**config.mk**
```make
export PLATFORM = sky130hd
export DESIGN_NAME = mem_access_stage
export DESIGN_NICKNAME = d
export VERILOG_FILES = /design/src/rtl/mem_access_stage.sv
export SDC_FILE = /design/constraint.sdc
export NUM_CORES = 1
export LEC_CHECK = 0
export CAP_MARGIN = 20
export CORE_UTILIZATION = 39
export DETAILED_ROUTE_END_ITERATION = 12
export PLACE_DENSITY_LB_ADDON = 0.12
export SYNTH_ARGS = -nofsm -noshare
export SYNTH_HDL_FRONTEND = slang
export SYNTH_SLANG_ARGS = --single-unit
```
**constraint.sdc**
```tcl
create_clock -name clk -period 1.6 [get_ports clk]
set_input_delay 0.16 -clock clk [delete_from_list [all_inputs] [get_ports clk]]
set_output_delay 0.16 -clock clk [all_outputs]
set_load 0.01 [all_outputs]
```
**src/rtl/mem_access_stage.sv**
```systemverilog
// mem_access_stage: pipeline MEM stage with a request/acknowledge data-memory bus.
//
// Non-memory ops pass straight through to MEM/WB in one cycle. An aligned load/store
// stalls upstream, issues one registered bus request and waits for dmem_ack. The wait
// is bounded by TIMEOUT; a timeout writes back a bus_err slot. A misaligned access never
// reaches the bus and writes back a misalign_err slot.
//
// Ports
//   clk, rst                      clock, synchronous active-high reset
//   valid_m .. funct3_m           EX/MEM slot (held by the pipeline while mem_stall=1)
//   dmem_req/we/addr/wdata/wstrb  registered bus request, stable until acknowledged
//   dmem_ack, dmem_rdata          bus response
//   mem_stall                     combinational hold for EX/MEM and upstream stages
//   wb_* / mem_wb_data            registered MEM/WB slot (also the EX forwarding source)
//   misalign_err, bus_err         single-cycle error flags, valid only with wb_valid
module mem_access_stage #(
    parameter int unsigned TIMEOUT = 255
) (
    input  logic        clk,
    input  logic        rst,
    input  logic        valid_m,
    input  logic [31:0] alu_result_m,
    input  logic [31:0] read_data2_m,
    input  logic [4:0]  rd_m,
    input  logic        reg_write_m,
    input  logic        mem_read_m,
    input  logic        mem_write_m,
    input  logic        mem_to_reg_m,
    input  logic [2:0]  funct3_m,
    output logic        dmem_req,
    output logic        dmem_we,
    output logic [31:0] dmem_addr,
    output logic [31:0] dmem_wdata,
    output logic [3:0]  dmem_wstrb,
    input  logic        dmem_ack,
    input  logic [31:0] dmem_rdata,
    output logic        mem_stall,
    output logic        wb_valid,
    output logic [4:0]  wb_rd,
    output logic        wb_reg_write,
    output logic [31:0] mem_wb_data,
    output logic        misalign_err,
    output logic        bus_err
);

    typedef enum logic {StIdle, StAccess} state_e;

    state_e      state_q, state_d;
    logic [7:0]  cnt_q, cnt_d;
    logic        req_q, req_d, we_q, we_d;
    logic [31:0] addr_q, addr_d, wdata_q, wdata_d;
    logic [3:0]  wstrb_q, wstrb_d;
    logic        wb_valid_q, wb_valid_d, wb_rw_q, wb_rw_d;
    logic [4:0]  wb_rd_q, wb_rd_d;
    logic [31:0] wb_data_q, wb_data_d;
    logic        mis_q, mis_d, berr_q, berr_d;

    logic        memop, aligned, timeout_hit;
    logic [1:0]  off;
    logic [7:0]  ld_byte;
    logic [15:0] ld_half;
    logic [31:0] load_val, st_data;
    logic [3:0]  st_strb;

    assign off         = alu_result_m[1:0];
    assign memop       = valid_m & (mem_read_m | mem_write_m);
    assign timeout_hit = (state_q == StAccess) && !dmem_ack && (cnt_q == 8'(TIMEOUT - 1));

    // Access size comes from funct3[1:0]; sizes 10/11 are treated as a word.
    always_comb begin
        case (funct3_m[1:0])
            2'b00: begin
                aligned = 1'b1;
                st_data = {4{read_data2_m[7:0]}};
                st_strb = 4'b0001 << off;
            end
            2'b01: begin
                aligned = ~off[0];
                st_data = {2{read_data2_m[15:0]}};
                st_strb = 4'b0011 << off;
            end
            default: begin
                aligned = (off == 2'b00);
                st_data = read_data2_m;
                st_strb = 4'b1111;
            end
        endcase
    end

    // Load lane selection and extension.
    always_comb begin
        case (off)
            2'd0:    ld_byte = dmem_rdata[7:0];
            2'd1:    ld_byte = dmem_rdata[15:8];
            2'd2:    ld_byte = dmem_rdata[23:16];
            default: ld_byte = dmem_rdata[31:24];
        endcase
        ld_half = off[1] ? dmem_rdata[31:16] : dmem_rdata[15:0];
        case (funct3_m)
            3'b000:  load_val = {{24{ld_byte[7]}}, ld_byte};
            3'b100:  load_val = {24'b0, ld_byte};
            3'b001:  load_val = {{16{ld_half[15]}}, ld_half};
            3'b101:  load_val = {16'b0, ld_half};
            default: load_val = dmem_rdata;
        endcase
    end

    // Stall is released in the timeout cycle so the error slot can retire.
    always_comb begin
        mem_stall = 1'b0;
        if (!rst) begin
            case (state_q)
                StIdle:   mem_stall = memop & aligned;
                default:  mem_stall = !dmem_ack && !timeout_hit;
            endcase
        end
    end

    always_comb begin
        state_d    = state_q;
        cnt_d      = cnt_q;
        req_d      = req_q;
        we_d       = we_q;
        addr_d     = addr_q;
        wdata_d    = wdata_q;
        wstrb_d    = wstrb_q;
        // MEM/WB defaults to a bubble; payload fields hold.
        wb_valid_d = 1'b0;
        wb_rw_d    = 1'b0;
        wb_rd_d    = wb_rd_q;
        wb_data_d  = wb_data_q;
        mis_d      = 1'b0;
        berr_d     = 1'b0;
        case (state_q)
            StIdle: begin
                if (memop && aligned) begin
                    state_d = StAccess;
                    cnt_d   = 8'd0;
                    req_d   = 1'b1;
                    we_d    = mem_write_m;
                    addr_d  = {alu_result_m[31:2], 2'b00};
                    wdata_d = st_data;
                    wstrb_d = mem_write_m ? st_strb : 4'b0000;
                end else if (memop) begin
                    wb_valid_d = 1'b1;
                    mis_d      = 1'b1;
                    wb_rd_d    = rd_m;
                    wb_data_d  = alu_result_m;
                end else begin
                    wb_valid_d = valid_m;
                    wb_rw_d    = reg_write_m & valid_m;
                    wb_rd_d    = rd_m;
                    wb_data_d  = alu_result_m;
                end
            end
            default: begin
                if (dmem_ack) begin
                    state_d    = StIdle;
                    req_d      = 1'b0;
                    we_d       = 1'b0;
                    wb_valid_d = 1'b1;
                    wb_rw_d    = reg_write_m;
                    wb_rd_d    = rd_m;
                    wb_data_d  = mem_to_reg_m ? load_val : alu_result_m;
                end else if (timeout_hit) begin
                    state_d    = StIdle;
                    req_d      = 1'b0;
                    we_d       = 1'b0;
                    wb_valid_d = 1'b1;
                    berr_d     = 1'b1;
                    wb_rd_d    = rd_m;
                    wb_data_d  = alu_result_m;
                end else begin
                    cnt_d = cnt_q + 8'd1;
                end
            end
        endcase
    end

    always_ff @(posedge clk) begin
        if (rst) begin
            state_q    <= StIdle;
            cnt_q      <= 8'd0;
            req_q      <= 1'b0;
            we_q       <= 1'b0;
            addr_q     <= 32'd0;
            wdata_q    <= 32'd0;
            wstrb_q    <= 4'd0;
            wb_valid_q <= 1'b0;
            wb_rw_q    <= 1'b0;
            wb_rd_q    <= 5'd0;
            wb_data_q  <= 32'd0;
            mis_q      <= 1'b0;
            berr_q     <= 1'b0;
        end else begin
            state_q    <= state_d;
            cnt_q      <= cnt_d;
            req_q      <= req_d;
            we_q       <= we_d;
            addr_q     <= addr_d;
            wdata_q    <= wdata_d;
            wstrb_q    <= wstrb_d;
            wb_valid_q <= wb_valid_d;
            wb_rw_q    <= wb_rw_d;
            wb_rd_q    <= wb_rd_d;
            wb_data_q  <= wb_data_d;
            mis_q      <= mis_d;
            berr_q     <= berr_d;
        end
    end

    assign dmem_req     = req_q;
    assign dmem_we      = we_q;
    assign dmem_addr    = addr_q;
    assign dmem_wdata   = wdata_q;
    assign dmem_wstrb   = wstrb_q;
    assign wb_valid     = wb_valid_q;
    assign wb_rd        = wb_rd_q;
    assign wb_reg_write = wb_rw_q;
    assign mem_wb_data  = wb_data_q;
    assign misalign_err = mis_q;
    assign bus_err      = berr_q;

endmodule
```
==> reports/results.txt <==
largest area contributor in the netlist = dfxtp_1
DRT Wirelength = 20,000 um
Iteration-0 DRC Markers = 403
vias in the first global route = 5,794
Core ar. = 0.01345 mm2
failing checks = negative setup slack
power density over cell area = 950.3 mW/mm2
Routability Congestion = 0.8964
Place WS = -519.2 ps
worst skew pair latency = 420 ps
worst path cell trace = nand4_2, o21a_4, nor2_4, nor2_4, buf_6
CTS root buf = clkbuf_16
CP Capture Type = output port
Post-Syn Instances = 671
CP max stage delay = 350 ps
Die ar. = 0.01454 mm2
Mapped Area = 0.005485 mm2
Die Ht = 120.6 um
Synth top area share = 43.07%
Inserted Clock Buffers = 17
CP arrival = 1540 ps
Sink Count = 118
ranking of synthesized cells by area = dfxtp_1 43%, nand2_1 10%, a21oi_1 7.1%
Async SR Flop Fraction = 0%
register area share after synthesis = 43.07%
Die X = 120.6 um
Seq cells post-synth = 118
DRC violations left = 0
Layout Utilization = 67.62%
delay-heaviest family, CP = simple AND/OR/NAND/NOR gates
final hold violations = 0
Hold/Removal Path Class = primary input to flip-flop
synth warn = 0
# H-tree levels = 4
Mean Syn Cell Area = 8.175 um2
Buffers on Ports = 221
hold slack = 89.55 ps
Final setup viols = 18
Top-Level Pins = 224
slowest library cell on the worst path = dfxtp_1
initial antenna violation count = 0
minimum clock period = 1701 ps
first-pass GRT wire length = 30,500 um
critical setup path kind = flip-flop to output port
clk slew on worst S/H paths = 50 ps
Max clock buf depth = 2
Max Freq = 588.0 MHz
Vias = 6,168
Layout Skew = 6.194 ps
leakage = 0.003523 uW
drt wl/cell = 17.79 um
Yosys cell types = 56
crit-path max FO = 5
Fill cells = 1,154
EDFF count, synth = 0
initial core utilization = 40.77%
overall power = 8644 uW
nets = 1,052
Setup WS post-layout = -100.7 ps
share of layout cells above drive strength 1 = 15.40%
gr usage total = 27.52%
post-DP HPWL = 14,900 um
Vias/cell = 5.488
largest net degree at the start of global routing = 37
Top FF cell, synth = dfxtp_1
max cap viols = 0
ANT nets after route = 0
final period utilization = 106.3%
RSZ-0062 raised after global routing = true
CP Buf/Inv Count = 1
CTS Hold Buffers Added = 0
area delta synth->final = 65.83%
CTS tree = yes
# rows = 42
final max-slew violation count = 0
status = complete, but fails checks
Req. time, crit path = 1440 ps
Critical Path Start Type = flip-flop
most frequent CP cell = nor2_4
worst vdd ir = 0.5799 mV
ant diodes = 0
Pre-antenna DRT Iters = 5
gr ovfl total = 0
==> through the flow <==
| step | std cells | cell area, um2 | setup TNS (ps) |
|---|---|---|---|
| 2_1_floorplan | 672 | 5495 | 0 |
| 3_3_place_gp | 1084 | 8254 | -35860 |
| 3_5_place_dp | 1084 | 8254 | -39170 |
| 4_1_cts | 1115 | 8920 | -848.6 |
| 5_1_grt | 1124 | 9096 | -3436 |
| 6_report | 1124 | 9096 | -314.6 |
==> logic make-up after synthesis <==
| group | after synthesis | synth area share (%) |
|---|---|---|
| flip-flops | 118 | 43.07 |
| XOR/XNOR | 6 | 0.9580 |
| buffers and inverters | 65 | 5.839 |
| AO/OA/AOI/OAI | 194 | 24.20 |
| adder cells (fa/ha/maj) | 2 | 0.4561 |
| multiplexers | 25 | 4.562 |
| other | 1 | 0.06837 |
| AND/OR/NAND/NOR | 260 | 20.85 |
==> registers in the layout, summed over array words and instances, names as in the netlist <==
name / cells
dmem_wdata: 32
mem_wb_data: 32
dmem_addr: 30
cnt_q: 8
wb_rd: 5
dmem_wstrb: 4
bus_err: 1
dmem_req: 1
dmem_we: 1
misalign_err: 1
state_q: 1
wb_reg_write: 1
wb_valid: 1
==> placed cells by master, fill, tap and decap left out, drive strengths merged, types with 12 or more instances in the layout <==
cell / count
clkdlybuf4s50: 215
nand2: 152
dfxtp: 118
buf: 85
a21oi: 81
nor2: 53
clkbuf: 28
mux2i: 25
a22o: 23
o211ai: 20
o21ai: 14
a311oi: 13
nand2b: 12
==> layer usage <==
metal / wire (um) / global-route usage (%) / vias to the layer above
met5: 0 / 0 / -
met4: 584 / 13.04 / 0
met3: 1828 / 8.066 / 35
met2: 9467 / 45.40 / 297
met1: 8117 / 32.75 / 2927
li1: - / - / 2909
==> worst register-to-register path: stages, from the launching register on <==
cell and delay [ps]:
dfxtp_1 350, nand4_2 190, or2_1 300, a21oi_2 250, and2_4 210, buf_4 130, o32a_1 130
==> layout make-up <==
class,count,area (um2),share of cell area [%]
clock inverter,3,40.04,0.4402
multi-input combinational,489,2879,31.65
clock buffer,26,529.3,5.818
sequential,118,2365,26.00
timing repair inverter,1,7.507,0.08253
timing repair buffer,305,3029,33.30
tap,176,220.2,2.421
inverter,6,26.28,0.2889
==> final timing paths <==
kind,startpoint,end,slack (ps),cells after the start
max,cnt_q[5]$_SDFFE_PP0P_,mem_stall,-100,5
min,rst,dmem_req$_SDFFE_PP0P_,90,2
max reg2reg,cnt_q[5]$_SDFFE_PP0P_,mem_wb_data[6]$_SDFFE_PP0P_,-20,6
min reg2reg,dmem_addr[17]$_SDFFE_PP0P_,dmem_addr[17]$_SDFFE_PP0P_,460,2
==> report_power, final <==
group | switching, uW | internal (uW) | total, uW
registers | 104 | 3130 | 3240
clock network | 1270 | 2390 | 3660
logic | 790 | 960 | 1750
total | 2160 | 6480 | 8640
==> synth_stat cells, types with 3 or more instances <==
cell type  number
o211ai_1       20
a22o_1         23
inv_1           6
a311oi_1       13
buf_2          19
nand2_1       152
a21oi_1        78
buf_4           8
xor2_1          4
nand2b_1       12
nand3_1         8
a221o_1         7
o22ai_1         7
a211oi_1        8
a22oi_1         8
a32oi_1         3
buf_6           3
nor3_1          9
nor2_1         50
dfxtp_1       118
nand3b_1        4
clkbuf_1       29
o21ai_0        12
mux2i_1        25
==> repair_timing <==
action / CTS / global route
pin swaps: 5 / 8
endpoints found under the setup margin: 47 / 99
hold endpoints to repair: 0 / 0
gates resized for setup: 17 / 22
cloned: 1 / 3
setup buffers: 1 / 6
(Power assumes the default switching activity.)
